File: src/rtl/tex_pkg.sv
// Shared types and geometry constants for the tile-map renderer.
// The optional colour-key feature is controlled by the TEX_COLOR_KEY_EN macro.
package tex_pkg;

  // Geometry and data widths
  localparam int X_W        = 10;
  localparam int Y_W        = 10;
  localparam int TILE_LOG2  = 5;
  localparam int MAP_W_LOG2 = 4;
  localparam int MAP_H_LOG2 = 4;
  localparam int TYPE_W     = 5;
  localparam int COLOR_W    = 12;
  localparam int SB_W       = 2;

  // Derived sizes
  localparam int ADDR_W    = TYPE_W + 2 * TILE_LOG2;
  localparam int MAP_AW    = MAP_W_LOG2 + MAP_H_LOG2;
  localparam int MAP_DEPTH = 1 << MAP_AW;

  // Input-to-output latency in clock edges
  localparam int PIPE_LAT = 4;

  typedef logic [TYPE_W-1:0]  tex_type_t;
  typedef logic [COLOR_W-1:0] color_t;

  // Texel value treated as transparent when the colour key is enabled
  localparam color_t TEX_KEY_COLOR = 12'hF0F;

  // Per-pixel control bits that travel alongside the data path
  typedef struct packed {
    logic            valid;
    logic            in_map;
    logic [SB_W-1:0] sb;
  } side_t;

endpackage

File: src/rtl/tex_tile_renderer_if.sv
// Pixel, tile-map write, texture ROM and output signals of the renderer.
// master = the surrounding system (video timing, game logic, ROM), slave = renderer.
interface tex_tile_renderer_if;
  import tex_pkg::*;

  // Incoming pixel stream
  logic                  pix_valid;
  logic [X_W-1:0]        pix_x;
  logic [Y_W-1:0]        pix_y;
  logic [SB_W-1:0]       pix_sb;

  // Tile map write port
  logic                  map_we;
  logic [MAP_W_LOG2-1:0] map_wx;
  logic [MAP_H_LOG2-1:0] map_wy;
  tex_type_t             map_wtype;

  // External synchronous texture ROM
  logic [ADDR_W-1:0]     tex_addr;
  color_t                tex_data;

  // Rendered output
  logic                  out_valid;
  color_t                out_color;
  logic [SB_W-1:0]       out_sb;

  // Replacement colour for keyed texels
  color_t                bg_color;

  modport master (
    output pix_valid, pix_x, pix_y, pix_sb,
    output map_we, map_wx, map_wy, map_wtype,
    output tex_data, bg_color,
    input  tex_addr, out_valid, out_color, out_sb
  );

  modport slave (
    input  pix_valid, pix_x, pix_y, pix_sb,
    input  map_we, map_wx, map_wy, map_wtype,
    input  tex_data, bg_color,
    output tex_addr, out_valid, out_color, out_sb
  );

endinterface

File: src/rtl/tex_tile_map.sv
// Tile map storage: one write port and one synchronous read port, read-first.
// Held in flops so that reset clears every cell to tile type 0.
module tex_tile_map
  import tex_pkg::*;
(
  input  logic              clk,
  input  logic              rst,
  input  logic              we,
  input  logic [MAP_AW-1:0] waddr,
  input  tex_type_t         wtype,
  input  logic [MAP_AW-1:0] raddr,
  output tex_type_t         rtype
);

  tex_type_t mem [MAP_DEPTH];

  // Cell storage with registered read; a same-edge write is seen by the next read
  always_ff @(posedge clk or posedge rst) begin
    if (rst) begin
      // NOTE: memories are normally left unreset, but the map must come up all type 0,
      // so every entry is cleared here; this is why the map is not a RAM macro.
      for (int i = 0; i < MAP_DEPTH; i++) begin
        mem[i] <= '0;
      end
      rtype <= '0;
    end else begin
      if (we) begin
        mem[waddr] <= wtype;
      end
      // NOTE: non-blocking assignments make this read sample the pre-write
      // contents, which is exactly the read-first behaviour on a collision.
      rtype <= mem[raddr];
    end
  end

endmodule

File: src/rtl/tex_tile_renderer.sv
// Fixed-latency tile-map renderer: pixel -> map cell -> tile type -> texel -> colour.
// Four register stages; never stalls. Optional feature macro: TEX_COLOR_KEY_EN
// (texels equal to TEX_KEY_COLOR are replaced by bg_color).
module tex_tile_renderer
  import tex_pkg::*;
(
  input  logic               clk,
  input  logic               rst,
  tex_tile_renderer_if.slave bus
);

  // ---------------------------------------------------------------------------
  // S1: split the pixel position into cell and in-tile coordinates
  // ---------------------------------------------------------------------------
  logic [X_W-1:0] cell_x_full;
  logic [Y_W-1:0] cell_y_full;
  logic           in_map_c;

  assign cell_x_full = bus.pix_x >> TILE_LOG2;
  assign cell_y_full = bus.pix_y >> TILE_LOG2;

  // Compared at full width so far-off-map pixels cannot alias into the map
  assign in_map_c = (cell_x_full < X_W'(2 ** MAP_W_LOG2)) &&
                    (cell_y_full < Y_W'(2 ** MAP_H_LOG2));

  logic [TILE_LOG2-1:0]  s1_tx;
  logic [TILE_LOG2-1:0]  s1_ty;
  logic [MAP_W_LOG2-1:0] s1_cell_x;
  logic [MAP_H_LOG2-1:0] s1_cell_y;

  // Register in-tile texel coordinates and the map cell to look up
  always_ff @(posedge clk or posedge rst) begin
    if (rst) begin
      s1_tx     <= '0;
      s1_ty     <= '0;
      s1_cell_x <= '0;
      s1_cell_y <= '0;
    end else begin
      s1_tx     <= bus.pix_x[TILE_LOG2-1:0];
      s1_ty     <= bus.pix_y[TILE_LOG2-1:0];
      s1_cell_x <= cell_x_full[MAP_W_LOG2-1:0];
      s1_cell_y <= cell_y_full[MAP_H_LOG2-1:0];
    end
  end

  // ---------------------------------------------------------------------------
  // Control bits (valid, in_map, sideband) travel S1..S3, then feed S4
  // ---------------------------------------------------------------------------
  side_t side_q [PIPE_LAT-1];

  // Shift control bits along with the pixel; sideband moves even when invalid
  always_ff @(posedge clk or posedge rst) begin
    if (rst) begin
      for (int i = 0; i < PIPE_LAT - 1; i++) begin
        side_q[i] <= '0;
      end
    end else begin
      side_q[0] <= '{valid: bus.pix_valid, in_map: in_map_c, sb: bus.pix_sb};
      for (int i = 1; i < PIPE_LAT - 1; i++) begin
        side_q[i] <= side_q[i-1];
      end
    end
  end

  // ---------------------------------------------------------------------------
  // S2: tile type lookup; the ROM address is formed purely from flop outputs
  // ---------------------------------------------------------------------------
  tex_type_t            s2_type;
  logic [TILE_LOG2-1:0] s2_tx;
  logic [TILE_LOG2-1:0] s2_ty;

  tex_tile_map u_map (
    .clk   (clk),
    .rst   (rst),
    .we    (bus.map_we),
    .waddr ({bus.map_wy, bus.map_wx}),
    .wtype (bus.map_wtype),
    .raddr ({s1_cell_y, s1_cell_x}),
    .rtype (s2_type)
  );

  // Align texel coordinates with the registered tile type
  always_ff @(posedge clk or posedge rst) begin
    if (rst) begin
      s2_tx <= '0;
      s2_ty <= '0;
    end else begin
      s2_tx <= s1_tx;
      s2_ty <= s1_ty;
    end
  end

  assign bus.tex_addr = {s2_type, s2_ty, s2_tx};

  // ---------------------------------------------------------------------------
  // S3 is the ROM's own output register; S4 selects and registers the colour
  // ---------------------------------------------------------------------------
  color_t texel;

`ifdef TEX_COLOR_KEY_EN
  assign texel = (bus.tex_data == TEX_KEY_COLOR) ? bus.bg_color : bus.tex_data;
`else
  logic unused_bg;
  assign texel     = bus.tex_data;
  assign unused_bg = ^bus.bg_color;
`endif

  side_t           s3_side;
  logic            out_valid_q;
  color_t          out_color_q;
  logic [SB_W-1:0] out_sb_q;

  assign s3_side = side_q[PIPE_LAT-2];

  // Output stage: blank invalid and off-map pixels to black
  always_ff @(posedge clk or posedge rst) begin
    if (rst) begin
      out_valid_q <= 1'b0;
      out_color_q <= '0;
      out_sb_q    <= '0;
    end else begin
      out_valid_q <= s3_side.valid;
      out_sb_q    <= s3_side.sb;
      out_color_q <= (s3_side.valid && s3_side.in_map) ? texel : '0;
    end
  end

  assign bus.out_valid = out_valid_q;
  assign bus.out_color = out_color_q;
  assign bus.out_sb    = out_sb_q;

endmodule

File: src/flat_wrapper.sv
// flat-port wrapper written by rule: the top's interface ports become plain ports
module tex_tile_renderer_flat import tex_pkg::*;
  (clk, rst, bus_pix_valid, bus_pix_x, bus_pix_y, bus_pix_sb, bus_map_we, bus_map_wx, bus_map_wy, bus_map_wtype, bus_tex_data, bus_bg_color, bus_tex_addr, bus_out_valid, bus_out_color, bus_out_sb);
  tex_tile_renderer_if bus_i ();
  input  logic clk;
  input  logic rst;
  input wire logic [$bits(bus_i.pix_valid)-1:0] bus_pix_valid;
  input wire logic [$bits(bus_i.pix_x)-1:0] bus_pix_x;
  input wire logic [$bits(bus_i.pix_y)-1:0] bus_pix_y;
  input wire logic [$bits(bus_i.pix_sb)-1:0] bus_pix_sb;
  input wire logic [$bits(bus_i.map_we)-1:0] bus_map_we;
  input wire logic [$bits(bus_i.map_wx)-1:0] bus_map_wx;
  input wire logic [$bits(bus_i.map_wy)-1:0] bus_map_wy;
  input wire logic [$bits(bus_i.map_wtype)-1:0] bus_map_wtype;
  input wire logic [$bits(bus_i.tex_data)-1:0] bus_tex_data;
  input wire logic [$bits(bus_i.bg_color)-1:0] bus_bg_color;
  output wire logic [$bits(bus_i.tex_addr)-1:0] bus_tex_addr;
  output wire logic [$bits(bus_i.out_valid)-1:0] bus_out_valid;
  output wire logic [$bits(bus_i.out_color)-1:0] bus_out_color;
  output wire logic [$bits(bus_i.out_sb)-1:0] bus_out_sb;
  assign bus_i.pix_valid = bus_pix_valid;
  assign bus_i.pix_x = bus_pix_x;
  assign bus_i.pix_y = bus_pix_y;
  assign bus_i.pix_sb = bus_pix_sb;
  assign bus_i.map_we = bus_map_we;
  assign bus_i.map_wx = bus_map_wx;
  assign bus_i.map_wy = bus_map_wy;
  assign bus_i.map_wtype = bus_map_wtype;
  assign bus_i.tex_data = bus_tex_data;
  assign bus_i.bg_color = bus_bg_color;
  assign bus_tex_addr = bus_i.tex_addr;
  assign bus_out_valid = bus_i.out_valid;
  assign bus_out_color = bus_i.out_color;
  assign bus_out_sb = bus_i.out_sb;
  tex_tile_renderer u_core (.clk(clk), .rst(rst), .bus(bus_i));
endmodule
File: config.mk
export PLATFORM = sky130hd
export DESIGN_NAME = tex_tile_renderer_flat
export DESIGN_NICKNAME = d
export VERILOG_FILES = /design/src/rtl/tex_pkg.sv /design/src/rtl/tex_tile_renderer_if.sv /design/src/rtl/tex_tile_map.sv /design/src/rtl/tex_tile_renderer.sv /design/src/flat_wrapper.sv
export SDC_FILE = /design/constraint.sdc
export NUM_CORES = 2
export LEC_CHECK = 0
export BUFFER_PORTS_ARGS = -buffer_cell sky130_fd_sc_hd__buf_4
export CAP_MARGIN = 0
export CORE_AREA = 2 2 314 316
export CTS_CLUSTER_SIZE = 14
export DETAILED_ROUTE_END_ITERATION = 6
export DIE_AREA = 0 0 316 318
export HOLD_SLACK_MARGIN = 0.03
export MAX_ROUTING_LAYER = met4
export PLACE_DENSITY = 0.89
export SLEW_MARGIN = 30
export SYNTH_ARGS = -nofsm -noshare
export SYNTH_HDL_FRONTEND = slang
export SYNTH_SLANG_ARGS = --single-unit
File: constraint.sdc
create_clock -name clk -period 47.2 [get_ports clk]
set_input_delay 2.36 -clock clk [delete_from_list [all_inputs] [get_ports clk]]
set_output_delay 2.36 -clock clk [all_outputs]
set_load 0.02 [all_outputs]
Word-level counts from Yosys, hierarchy flattened
Cells that the tools add are included.
{"block": "classes", "mul": 0, "div_mod_pow": 0, "n_mux": 7, "magnitude_cmp": 5, "reduce_logical": 3, "addsub": 0, "shift": 0, "bitwise_logic": 2, "eq_ne": 0}
{"operator": "bitwise mux 1280 bit", "count": 1}
{"operator": "binary-select mux 5 bit (select 8 bit)", "count": 1}
{"operator": "demux 5 bit (select 8 bit)", "count": 1}
{"operator": ">= comparator 9 bit, second input constant", "count": 2}
{"operator": "inverter 8 -> 9 bit", "count": 2}
{"operator": "2-to-1 mux 5 bit", "count": 3}
{"operator": "2-to-1 mux 12 bit", "count": 1}
{"operator": "< comparator 5 bit, second input constant", "count": 2}
{"operator": "< comparator 9 x 1 -> 1 bit, second input constant", "count": 1}
{"operator": "logical AND 1 bit", "count": 3}
{"block": "totals", "wordCells": 292, "romBits": 0, "register_bits": 1340, "n_memories": 0, "ram_bits": 0, "latch_bits": 0, "input_bits": 63}

Logic depth before layout (Yosys ltp)
{"block": "depth", "depth_word": 6, "mapped_depth": 11}

Modules after synthesis
Synthesis repeated with hierarchy kept, for this count alone.
{"block": "unflattened", "cells_unflattened": 4014, "hier_area_um2": 60519.3}
{"mod": "tex_tile_map", "instances": 1, "area_each_um2": 59039.1, "seq_area_each_um2": 32155.8, "cells_each": 3943}
{"mod": "tex_tile_renderer", "instances": 1, "area_each_um2": 1480.2, "seq_area_each_um2": 1376.3, "cells_each": 71}

Worst setup path before layout
OpenSTA, ideal clock, no wires.
{"block": "synth_path", "path_type": "input-to-reg", "from": "input bus_map_wy[1]", "to": "register u_core.u_map.mem[1215] in the netlist's numbering", "setup_time_ps": 125, "n_path_buf": 1, "cell_stages": 4, "arrival_ps": 3775, "slack_ps": 43300, "path_cell_list": "clkbuf_1 -> nor4_1 -> nand2_1 -> mux2_2"}
{"block": "synth_between", "elab_chain_cells": 6, "elab_cells_between_ends": 7}
{"element": "start: declaration", "line_no": "flat_wrapper.sv:13", "text": "input wire logic [$bits(bus_i.map_wy)-1:0] bus_map_wy;"}
{"element": "inverter 8 -> 9 bit (not written as such) *", "line_no": "tex_tile_map.sv:28", "text": "mem[waddr] <= wtype;"}
{"element": ">= comparator 9 bit (not written as such) / < comparator 9 x 1 -> 1 bit (equally long branches)", "line_no": "tex_tile_map.sv:28"}
{"element": "logical AND 1 bit (not written as such)", "line_no": "tex_tile_map.sv:28"}
{"element": "2-to-1 mux 5 bit (not written as such)", "line_no": "tex_tile_map.sv:28"}
{"element": "demux 5 bit (select 8 bit) *", "line_no": "tex_tile_map.sv:28"}
{"element": "bitwise mux 1280 bit *", "line_no": "tex_tile_map.sv:28"}
{"element": "end signal: indexed assignment", "line_no": "tex_tile_map.sv:28"}
{"element": "end: declaration", "line_no": "tex_tile_map.sv:15", "text": "tex_type_t mem [MAP_DEPTH];"}
Mark *: on every way between the ends. The rest lies on a longest branch, timed or not.
A chain may end at the register's enable or synchronous reset.

Worst setup path after layout
{"block": "layout_path", "from": "register u_core.s1_cell_x[0]", "to": "register u_core.u_map.rtype[0]"}
{"block": "layout_between", "elab_chain_cells": 4}
{"element": "start: declaration", "line_no": "tex_tile_renderer.sv:28", "text": "logic [MAP_W_LOG2-1:0] s1_cell_x;"}
{"element": "start signal: assignment", "line_no": "tex_tile_renderer.sv:41", "text": "s1_cell_x <= cell_x_full[MAP_W_LOG2-1:0];"}
{"element": "inverter 8 -> 9 bit (not written as such)", "line_no": "tex_tile_map.sv:32", "text": "rtype <= mem[raddr];"}
{"element": "binary-select mux 5 bit (select 8 bit)", "line_no": "tex_tile_map.sv:32"}
{"element": "2-to-1 mux 5 bit (not written as such) (2 in series)", "line_no": "tex_tile_map.sv:32"}
{"element": "end signal: assignment", "line_no": "tex_tile_map.sv:32"}
{"element": "end: declaration", "line_no": "tex_tile_map.sv:12", "text": "output tex_type_t rtype"}
Every way passes these cells. The select of a mux whose other input is x is not followed.

==> reports/qor.txt <==
================================================================================
Outcome                                                             complete, no violations
Pin slew with the least headroom to its limit                            1054 ps
Most prevalent standard cell on the critical path                   sky130_fd_sc_hd__buf_4
Period Utilization, post-route                                            11.92%
LEAKAGE                                                                 31.78 nW
Critical path class                                                 register to register
Number of max-slew violations in the final report                              0
Final hold violations                                                          0
Setup repair after global routing missed its margin                           no
Per-cell via count in the routed design                                    6.869
Final setup violation count                                                    0
Number of DRC violations after detailed-routing iteration 0                4,320
Die area                                                             100,500 µm²
Pin count of the biggest net entering global routing                         197
Worst Min Path Start                                                u_core.s1_ty[0]
H-tree levels                                                                  4
Number of global-route vias before repair                                 39,364
Dominant synthesized flop cell                                      sky130_fd_sc_hd__dfrtp_1
Quantity of gates resized following cts                                        0
Hold Slack                                                              344.8 ps
Avg Inst Size Synth                                                    14.96 µm²
Delay contributed by the slowest stage of the critical path               840 ps
Series of cell instances along the critical path                    buf_4, buf_12, buf_4, mux4_2, and2_1, o21ai_0, o22ai_1, nor3_1, o211ai_1
CTS max path bufs                                                              3
Crit path DAT                                                            6130 ps
Cell count after placement                                                 5,181
Critical R2R Capture                                                u_core.u_map.rtype[0]
Seq cells post-synth                                                       1,340
Starting density of the core                                              62.19%
Number of cells traversed by the worst hold path                               0
Worst voltage drop across the vdd grid                                0.03895 mV
Critical Path Slowest Stage Cell                                    sky130_fd_sc_hd__buf_4
Critical path required time                                            47,700 ps
Net count after synthesis                                                  4,112
Post-CTS Hold Fix Bufs                                                         0
Setup slack of the most critical reg-to-reg path                       41,580 ps
Crit Path Max Fanout                                                          99
Yosys Warn Count                                                               0
Number of design rule violations left after detail routing                     0
Site Rows                                                                    115
Floorplan die width                                                       316 µm
Total power density per cell area                                   37.89 nW/µm²
Share of async-settable or async-resettable flops after synthesis         100.0%
DR pass1 iterations                                                            7
Cells after synthesis                                                      4,049
Wirelength per Cell                                                     28.94 µm
Minimum setup slack in the final design                                41,580 ps
Finished Layout Cells                                                      5,435
Kind of start point of the critical path                                register
Total Routed Length                                                   157,300 µm
Top-Level Pins                                                                93
Min cycle time layout                                                    5625 ps
Crit path launch                                                    u_core.s1_cell_x[0]
Post-DP HPWL                                                           92,690 µm
Max-slew headroom                                                         29.70%
Mapped cell area                                                      60,580 µm²
Number of enable flip-flop cells after synthesis                               0
Reg-to-Reg Start                                                    u_core.s1_cell_x[0]
First-pass GRT wire length                                            239,400 µm
Total CTS buffers                                                            136
Clock transition at the registers of the reported paths                    60 ps
Core Footprint                                                        97,410 µm²
Library cell used as clock root buffer                              sky130_fd_sc_hd__clkbuf_16
Worst-case setup slack after placement                                 40,520 ps
Clock Latency Late Sink                                                   760 ps
Final Net Count                                                            4,103
Proportion of synthesized chip area in sequential cells                   55.35%
Area growth from synthesis to layout                                      10.10%
Setup TNS                                                                   0 ps
Global placer's final weighted congestion                                 0.9145
Port buffer count                                                             80
Proportion of layout cells with a drive suffix above 1                    46.33%
Initial antenna violation count                                                7
Clk_skew                                                                33.76 ps
Grt total ovfl                                                                 0
R2R cell count                                                                 9
Number of buffers inserted to repair setup after CTS                           0
Endpoint type of the worst setup path                                   register
Vias                                                                      37,334
Clock tree from TritonCTS                                                   done
Final ANT Viol Nets                                                            0
Sinks on the clock net                                                     1,340
Type of the worst min-delay path                                    register to register
Timing-limited maximum frequency                                       177.8 MHz
Max-cap violations                                                             0
Tot Pwr                                                                 2.527 mW
Count of cell types in the netlist                                            49
Vertical die dimension                                                    318 µm
GRT Total Usage                                                           32.43%
Hold path endpoint                                                  u_core.s2_ty[0]
================================================================================
==> metrics by stage <==
stage                     cell area, µm²  utilization, %
after CTS                          66410           68.18
after global placement             61920           63.56
after floorplan                    60580               -
after detailed placement           61940           63.59
after global routing               66700           68.47
final                              66700           68.47
==> routing by layer <==
| metal | track usage, % | wire, µm | up-vias |
|---|---|---|---|
| li1 | - | - | 14999 |
| met5 | - | 0 | - |
| met3 | 7.141 | 13470 | 565 |
| met1 | 42.16 | 60160 | 19788 |
| met4 | 17.40 | 9122 | 0 |
| met2 | 48.00 | 74570 | 1982 |
==> power by group <==
part           internal [mW]  total, mW  switching, mW
clock network          0.635       1.09          0.454
logic                 0.0869      0.201          0.114
registers               1.20       1.24         0.0331
total                   1.93       2.53          0.602
==> flip-flops by register name, indices dropped and copies added, names as in the netlist <==
name / cells
u_core.s2_tx: 5
u_core.s1_cell_x: 4
u_core.bus.out_sb: 2
u_core.u_map.mem: 1280
u_core.s3_side: 4
u_core.bus.out_color: 12
u_core.s1_tx: 5
u_core.u_map.rtype: 5
u_core.side_q: 8
u_core.s2_ty: 5
u_core.s1_ty: 5
u_core.bus.out_valid: 1
u_core.s1_cell_y: 4
==> worst max-delay path by stage <==
stage                                   end  slack (ps)  depth (start not counted)
detailed placement     u_core.u_map.mem[22]       40520                          6
global route          u_core.u_map.mem[925]       41350                          7
CTS                    u_core.u_map.mem[95]       41270                          6
finish                u_core.u_map.rtype[0]       41580                          9
floorplan           u_core.bus.out_color[0]        7060                          1
global placement      u_core.u_map.mem[925]       40380                          6
==> synthesized netlist by cell type, types with 3 or more instances <==
cell	instances	area, µm²
sky130_fd_sc_hd__a2111oi_0	4	35.03
sky130_fd_sc_hd__a211oi_1	36	270.3
sky130_fd_sc_hd__a21oi_1	26	130.1
sky130_fd_sc_hd__a221oi_1	6	52.55
sky130_fd_sc_hd__a22o_1	4	35.03
sky130_fd_sc_hd__a22oi_1	18	135.1
sky130_fd_sc_hd__a311oi_1	3	26.28
sky130_fd_sc_hd__a31oi_1	6	37.54
sky130_fd_sc_hd__and2_1	16	100.1
sky130_fd_sc_hd__and3_1	17	106.4
sky130_fd_sc_hd__buf_1	12	45.04
sky130_fd_sc_hd__buf_12	3	60.06
sky130_fd_sc_hd__buf_2	38	190.2
sky130_fd_sc_hd__buf_4	20	150.1
sky130_fd_sc_hd__buf_6	24	270.3
sky130_fd_sc_hd__clkbuf_1	199	747.0
sky130_fd_sc_hd__dfrtp_1	1340	33530
sky130_fd_sc_hd__inv_1	3	11.26
sky130_fd_sc_hd__mux2_2	1285	14470
sky130_fd_sc_hd__mux2i_1	144	1441
sky130_fd_sc_hd__mux4_2	262	5901
sky130_fd_sc_hd__nand2_1	146	548.0
sky130_fd_sc_hd__nand2b_1	8	50.05
sky130_fd_sc_hd__nand3_1	25	125.1
sky130_fd_sc_hd__nand4_1	6	37.54
sky130_fd_sc_hd__nor2_1	197	739.5
sky130_fd_sc_hd__nor2b_1	11	68.82
sky130_fd_sc_hd__nor3_1	32	160.2
sky130_fd_sc_hd__nor4_1	7	43.79
sky130_fd_sc_hd__o211ai_1	5	37.54
sky130_fd_sc_hd__o21ai_0	34	170.2
sky130_fd_sc_hd__o221ai_1	30	262.8
sky130_fd_sc_hd__o22a_1	4	35.03
sky130_fd_sc_hd__o22ai_1	49	306.5
sky130_fd_sc_hd__o32ai_1	9	78.83
==> final cells by class <==
| class | count | area (µm²) |
|---|---|---|
| Timing Repair Buffer | 149 | 1440 |
| Clock inverter | 44 | 535.5 |
| Multi-Input combinational cell | 2409 | 25600 |
| Fill cell | 5983 | 30710 |
| Inverter | 4 | 22.52 |
| Tap cell | 1287 | 1610 |
| Antenna cell | 6 | 15.01 |
| Clock buffer | 196 | 3934 |
| Sequential cell | 1340 | 33540 |
==> cells by family after synthesis <==
kind of cell           after synthesis  synth area share (%)
AO/OA/AOI/OAI                      242                 2.770
buffers and inverters              300                 2.439
flip-flops                        1340                 55.35
multiplexers                      1692                 36.05
AND/OR/NAND/NOR                    475                 3.387
==> worst max-delay path, delay by kind of cell (launching register included) <==
family                 cells  cell delay [ps]
and+or+nand+nor            2              650
buffers and inverters      3             2200
muxes                      1              650
DFF                        1              810
AOI/OAI and AO/OA          3              930
==> layout by cell type, fill, tap and decap left out, types with 26 or more instances in the layout <==
cell,Yosys,final
sky130_fd_sc_hd__a211oi_1,36,36
sky130_fd_sc_hd__buf_4,20,117
sky130_fd_sc_hd__dfrtp_1,1340,1336
sky130_fd_sc_hd__mux4_2,262,262
sky130_fd_sc_hd__o221ai_1,30,30
sky130_fd_sc_hd__mux2_2,1285,1285
sky130_fd_sc_hd__nand2_1,146,144
sky130_fd_sc_hd__mux2i_1,144,144
sky130_fd_sc_hd__o21ai_0,34,34
sky130_fd_sc_hd__clkbuf_16,0,140
sky130_fd_sc_hd__nor2_1,197,197
sky130_fd_sc_hd__nor3_1,32,31
sky130_fd_sc_hd__clkbuf_1,199,34
sky130_fd_sc_hd__a21oi_1,26,26
sky130_fd_sc_hd__o22ai_1,49,49
Note: power is estimated with default switching activity, not from simulation.
